<file path="config.mk">
export PLATFORM = sky130hd
export DESIGN_NAME = brcomp_arb
export DESIGN_NICKNAME = d
export VERILOG_FILES = /design/src/rtl/brcomp_arb.sv
export SDC_FILE = /design/constraint.sdc
export NUM_CORES = 1
export LEC_CHECK = 0
export CORE_ASPECT_RATIO = 1.75
export CORE_UTILIZATION = 37
export DETAILED_ROUTE_END_ITERATION = 10
export GPL_ROUTABILITY_DRIVEN = 0
export PLACE_DENSITY = 0.89
export SLEW_MARGIN = 5
export SYNTH_ARGS = -nofsm -noshare
export SYNTH_HDL_FRONTEND = slang
export SYNTH_SLANG_ARGS = --single-unit
</file>
<file path="constraint.sdc">
create_clock -name clk_i -period 6.3 [get_ports clk_i]
set_input_delay 1.89 -clock clk_i [delete_from_list [all_inputs] [get_ports clk_i]]
set_output_delay 1.89 -clock clk_i [all_outputs]
set_load 0.05 [all_outputs]
</file>
<file path="src/rtl/brcomp_arb.sv">
// Two-port round-robin arbiter in front of one shared branch comparator.
// Each port has a one-entry registered response slot with valid/ready backpressure.
module brcomp_arb #(
    parameter int unsigned XLEN = 32
) (
    input  logic            clk_i,
    input  logic            rst_ni,

    input  logic            req0_valid_i,
    output logic            req0_ready_o,
    input  logic [XLEN-1:0] req0_rs1_i,
    input  logic [XLEN-1:0] req0_rs2_i,
    input  logic [2:0]      req0_op_i,
    output logic            rsp0_valid_o,
    output logic            rsp0_result_o,
    output logic            rsp0_err_o,
    input  logic            rsp0_ready_i,

    input  logic            req1_valid_i,
    output logic            req1_ready_o,
    input  logic [XLEN-1:0] req1_rs1_i,
    input  logic [XLEN-1:0] req1_rs2_i,
    input  logic [2:0]      req1_op_i,
    output logic            rsp1_valid_o,
    output logic            rsp1_result_o,
    output logic            rsp1_err_o,
    input  logic            rsp1_ready_i
);

    logic rsp0_valid_q, rsp0_valid_d, rsp0_result_q, rsp0_result_d, rsp0_err_q, rsp0_err_d;
    logic rsp1_valid_q, rsp1_valid_d, rsp1_result_q, rsp1_result_d, rsp1_err_q, rsp1_err_d;
    // Port granted most recently; reset to 1 so port 0 wins the first tie.
    logic last_q, last_d;

    logic elig0, elig1, gnt0, gnt1;

    logic [XLEN-1:0] sel_rs1, sel_rs2;
    logic [2:0]      sel_op;
    logic            br_unsigned, cmp_less, cmp_eq, cmp_result, cmp_err;

    assign elig0 = req0_valid_i && (!rsp0_valid_q || rsp0_ready_i);
    assign elig1 = req1_valid_i && (!rsp1_valid_q || rsp1_ready_i);

    always_comb begin
        gnt0 = 1'b0;
        gnt1 = 1'b0;
        if (rst_ni) begin
            if (elig0 && elig1) begin
                gnt0 = last_q;
                gnt1 = !last_q;
            end else begin
                gnt0 = elig0;
                gnt1 = elig1;
            end
        end
    end

    assign last_d       = gnt0 ? 1'b0 : (gnt1 ? 1'b1 : last_q);
    assign req0_ready_o = gnt0;
    assign req1_ready_o = gnt1;

    assign sel_rs1 = gnt1 ? req1_rs1_i : req0_rs1_i;
    assign sel_rs2 = gnt1 ? req1_rs2_i : req0_rs2_i;
    assign sel_op  = gnt1 ? req1_op_i  : req0_op_i;

    assign br_unsigned = sel_op[1] & sel_op[2];
    assign cmp_eq      = (sel_rs1 == sel_rs2);
    assign cmp_less    = br_unsigned ? (sel_rs1 < sel_rs2)
                                     : ($signed(sel_rs1) < $signed(sel_rs2));

    always_comb begin
        cmp_result = 1'b0;
        cmp_err    = 1'b0;
        case (sel_op)
            3'b000:         cmp_result = cmp_eq;
            3'b001:         cmp_result = !cmp_eq;
            3'b100, 3'b110: cmp_result = cmp_less;
            3'b101, 3'b111: cmp_result = !cmp_less;
            default:        cmp_err    = 1'b1;
        endcase
    end

    // A refill takes priority over a drain so both can happen in one cycle.
    always_comb begin
        rsp0_valid_d  = rsp0_valid_q;
        rsp0_result_d = rsp0_result_q;
        rsp0_err_d    = rsp0_err_q;
        if (gnt0) begin
            rsp0_valid_d  = 1'b1;
            rsp0_result_d = cmp_result;
            rsp0_err_d    = cmp_err;
        end else if (rsp0_ready_i) begin
            rsp0_valid_d  = 1'b0;
        end
    end

    always_comb begin
        rsp1_valid_d  = rsp1_valid_q;
        rsp1_result_d = rsp1_result_q;
        rsp1_err_d    = rsp1_err_q;
        if (gnt1) begin
            rsp1_valid_d  = 1'b1;
            rsp1_result_d = cmp_result;
            rsp1_err_d    = cmp_err;
        end else if (rsp1_ready_i) begin
            rsp1_valid_d  = 1'b0;
        end
    end

    always_ff @(posedge clk_i or negedge rst_ni) begin
        if (!rst_ni) begin
            rsp0_valid_q  <= 1'b0;
            rsp0_result_q <= 1'b0;
            rsp0_err_q    <= 1'b0;
            rsp1_valid_q  <= 1'b0;
            rsp1_result_q <= 1'b0;
            rsp1_err_q    <= 1'b0;
            last_q        <= 1'b1;
        end else begin
            rsp0_valid_q  <= rsp0_valid_d;
            rsp0_result_q <= rsp0_result_d;
            rsp0_err_q    <= rsp0_err_d;
            rsp1_valid_q  <= rsp1_valid_d;
            rsp1_result_q <= rsp1_result_d;
            rsp1_err_q    <= rsp1_err_d;
            last_q        <= last_d;
        end
    end

    assign rsp0_valid_o  = rsp0_valid_q;
    assign rsp0_result_o = rsp0_result_q;
    assign rsp0_err_o    = rsp0_err_q;
    assign rsp1_valid_o  = rsp1_valid_q;
    assign rsp1_result_o = rsp1_result_q;
    assign rsp1_err_o    = rsp1_err_q;

endmodule

</file>
==> results.yml <==
yosys:
  syn_inst: 260
  ys_seq_area_share_pct: 9.53
  synth.avg_cell_area_um2: 7.12
  syn-num-nets: 432
  synth_cell_type_count: 37
  ys_ff_latch: 7
  yosysWarnings: 0
  syn_area_um2: 1850
critical_path:
  path_cells: "clkdlybuf4s50_1, nand2b_4, nand3_1, nand4_1, inv_1, clkdlybuf4s50_1"
  criticalPathCategory: "in -> out"
  rr_startpoint: "rsp1_valid_o$_DFFE_PN0P_"
  slowest_delay_ns: 0.81
  end_kind: "output port"
  crit_family: "buffers and inverters"
  setup.worst_path.start_class: "primary input"
  r2r_cells: 12
  crit_fanout: 6
  worstPathRequired_ns: 4.41
  cp_num_cells: 6
  crit_arrival_ns: 3.73
  timing.rr.end: "rsp1_result_o$_DFFE_PN0N_"
  slowest_stage: "clkdlybuf4s50_1"
  r2r_slack_ns: 2.90
  worst_path_most_repeated_cell: "clkdlybuf4s50_1"
  path_buf_inv: 3
power:
  power_density_nw_per_um2: 129
  p_leak_uw: 0.00154
  ir_drop_v: 0.000211
route:
  wl_met1_um: 2150
  drt-initial-drc-count: 85
  met2_length_um: 3360
  first_pass_iters: 7
  wl_um: 5930
  highest_layer: "met4"
  drc: 0
  wl_met3_um: 318
  avgRoutedWirePerCell_um: 13.1
  viasPerCell: 5.22
  dr_total_vias: 2365
  final_antenna_net_count: 0
sta:
  max_slew_margin_pct: 66.0
  timing.fmax_mhz: 178
  slew_violations: 0
  setup_viol: 0
  hold_viol_final: 0
  rsz0062_at_grt: "no"
  final.min_clock_period_ns: 5.62
  tightest_slew_ns: 0.509
  min_period_over_period_pct: 89.2
  fin_skew_ns: 0.00761
  hold_ws_ns: 0.485
  finalSetupTns_ns: 0
cts:
  cts-resized-gates: 0
  clk_pin_slew_ns: 0.04
  root_buffer: "clkbuf_8"
  ctsHoldBuffers: 0
  cts_tree: "yes"
  clkSinkCount: 7
  worstSkewPairLatency_ns: 0.24
  post_cts_buffers: 0
  h-tree-depth: 1
  cts_buffers: 3
  clockBufferDepth: 2
floorplan:
  io_pins: 148
  die_y_um: 95.6
  die-area_um2: 5300
  start_util_pct: 39.0
  fp.dieW_um: 55.5
  rows: 33
  core_um2: 4750
finish:
  nNetsFinal: 574
  antenna_cells: 0
  area_growth_pct: 83.4
  final_cell_area_um2: 3400
  final_common_cell: "clkdlybuf4s50_1"
  final_cells: 453
  layout_common_cells: "clkdlybuf4s50_1, nand2_1, mux2i_1, ha_1, a21oi_1"
  drive_gt1_share_pct: 4.74
min_path:
  hold_class: "reg -> reg"
  min_to: "rsp1_err_o$_DFFE_PN0N_"
  hold_depth: 1
  min-delay-start: "rsp1_err_o$_DFFE_PN0N_"
job:
  maxCapViolCount: 0
global_route:
  grt_util_all_layers_pct: 20.9
  antenna_found_initial: 0
  grt_overflow: 0
  grt_pass1_wl_um: 9010
  grt_max_degree: 71
  first_global_vias: 2265
placement:
  placed_cells: 449
  dp_hpwl_um: 5110
  place_area_um2: 3350
  numPortBuffers: 147
status:
  outcome: "complete, no violations"
==> how the worst max path moves through the flow <==
stage | startpoint | end | slack (ns)
after CTS | rsp1_ready_i | req0_ready_o | 0.69
after global placement | rsp1_ready_i | req0_ready_o | 0.72
final | rsp1_ready_i | req0_ready_o | 0.68
after detailed placement | rsp1_ready_i | req0_ready_o | 0.69
after global routing | rst_ni | req0_ready_o | 0.58
after floorplan | rsp0_ready_i | req1_ready_o | 1.43
==> kinds of logic after synthesis <==
group / count (synthesis) / synth area share, %
and+or+nand+nor: 134 / 32.0
AOI/OAI and AO/OA: 34 / 12.6
muxes: 34 / 18.4
adders and majority gates: 32 / 21.6
buffers and inverters: 16 / 4.39
DFF: 7 / 9.53
xor gates and xnor gates: 3 / 1.42
==> layout make-up <==
| type | instances | area, um2 |
|---|---|---|
| multi-input cells | 237 | 1590 |
| repair buffers | 148 | 1490 |
| fillers | 388 | 1350 |
| flip-flops and latches | 7 | 176 |
| well taps | 52 | 65.1 |
| clock buffers | 3 | 41.3 |
| inverters | 5 | 26.3 |
| clock inverters | 1 | 5.00 |
==> sequential cells by signal, indices dropped and copies added (netlist names) <==
signal,cells
last_q,1
rsp0_err_o,1
rsp0_result_o,1
rsp0_valid_o,1
rsp1_err_o,1
rsp1_result_o,1
rsp1_valid_o,1
==> synthesized netlist by cell type, drive strengths merged <==
cell / number / area [um2]
a2111oi: 1 / 10.0
xor2: 2 / 17.5
a21o: 5 / 37.5
o21ai: 7 / 38.8
nor3: 3 / 15.0
a221oi: 2 / 17.5
inv: 5 / 26.3
a211oi: 1 / 7.51
ha: 32 / 400
nor2b: 1 / 13.8
nor3b: 1 / 7.51
a31oi: 1 / 6.26
nand3: 5 / 35.0
nand2: 108 / 405
a21oi: 13 / 68.8
a31o: 1 / 17.5
nand2b: 2 / 22.5
o211ai: 1 / 12.5
nand4: 9 / 62.6
dfstp: 1 / 26.3
xnor2: 1 / 8.76
or4: 1 / 11.3
o221ai: 2 / 17.5
nor2: 2 / 7.51
dfrtp: 6 / 150
clkbuf: 5 / 18.8
mux2i: 34 / 340
nor4: 2 / 12.5
buf: 6 / 36.3
==> stage by stage <==
stage / power [uW] / setup WS, ns / util, %
detailed placement: 377 / 0.694 / 70.6
floorplan: 238 / 1.43 / -
finish: 439 / 0.679 / 71.5
CTS: 444 / 0.688 / 71.5
global route: 472 / 0.581 / 71.5
global placement: 367 / 0.722 / 70.6
==> routing by layer <==
metal,global-route usage [%],up-vias
li1,-,1199
met1,19.7,1056
met2,44.5,99
met3,2.85,11
met4,6.67,0
met5,0,-
==> power by group <==
part / switching (uW) / total (uW) / internal, uW
clock: 21.6 / 64.5 / 43.0
sequential: 6.27 / 62.4 / 56.1
combinational: 148 / 312 / 165
Power figures use the tool's default switching activity.
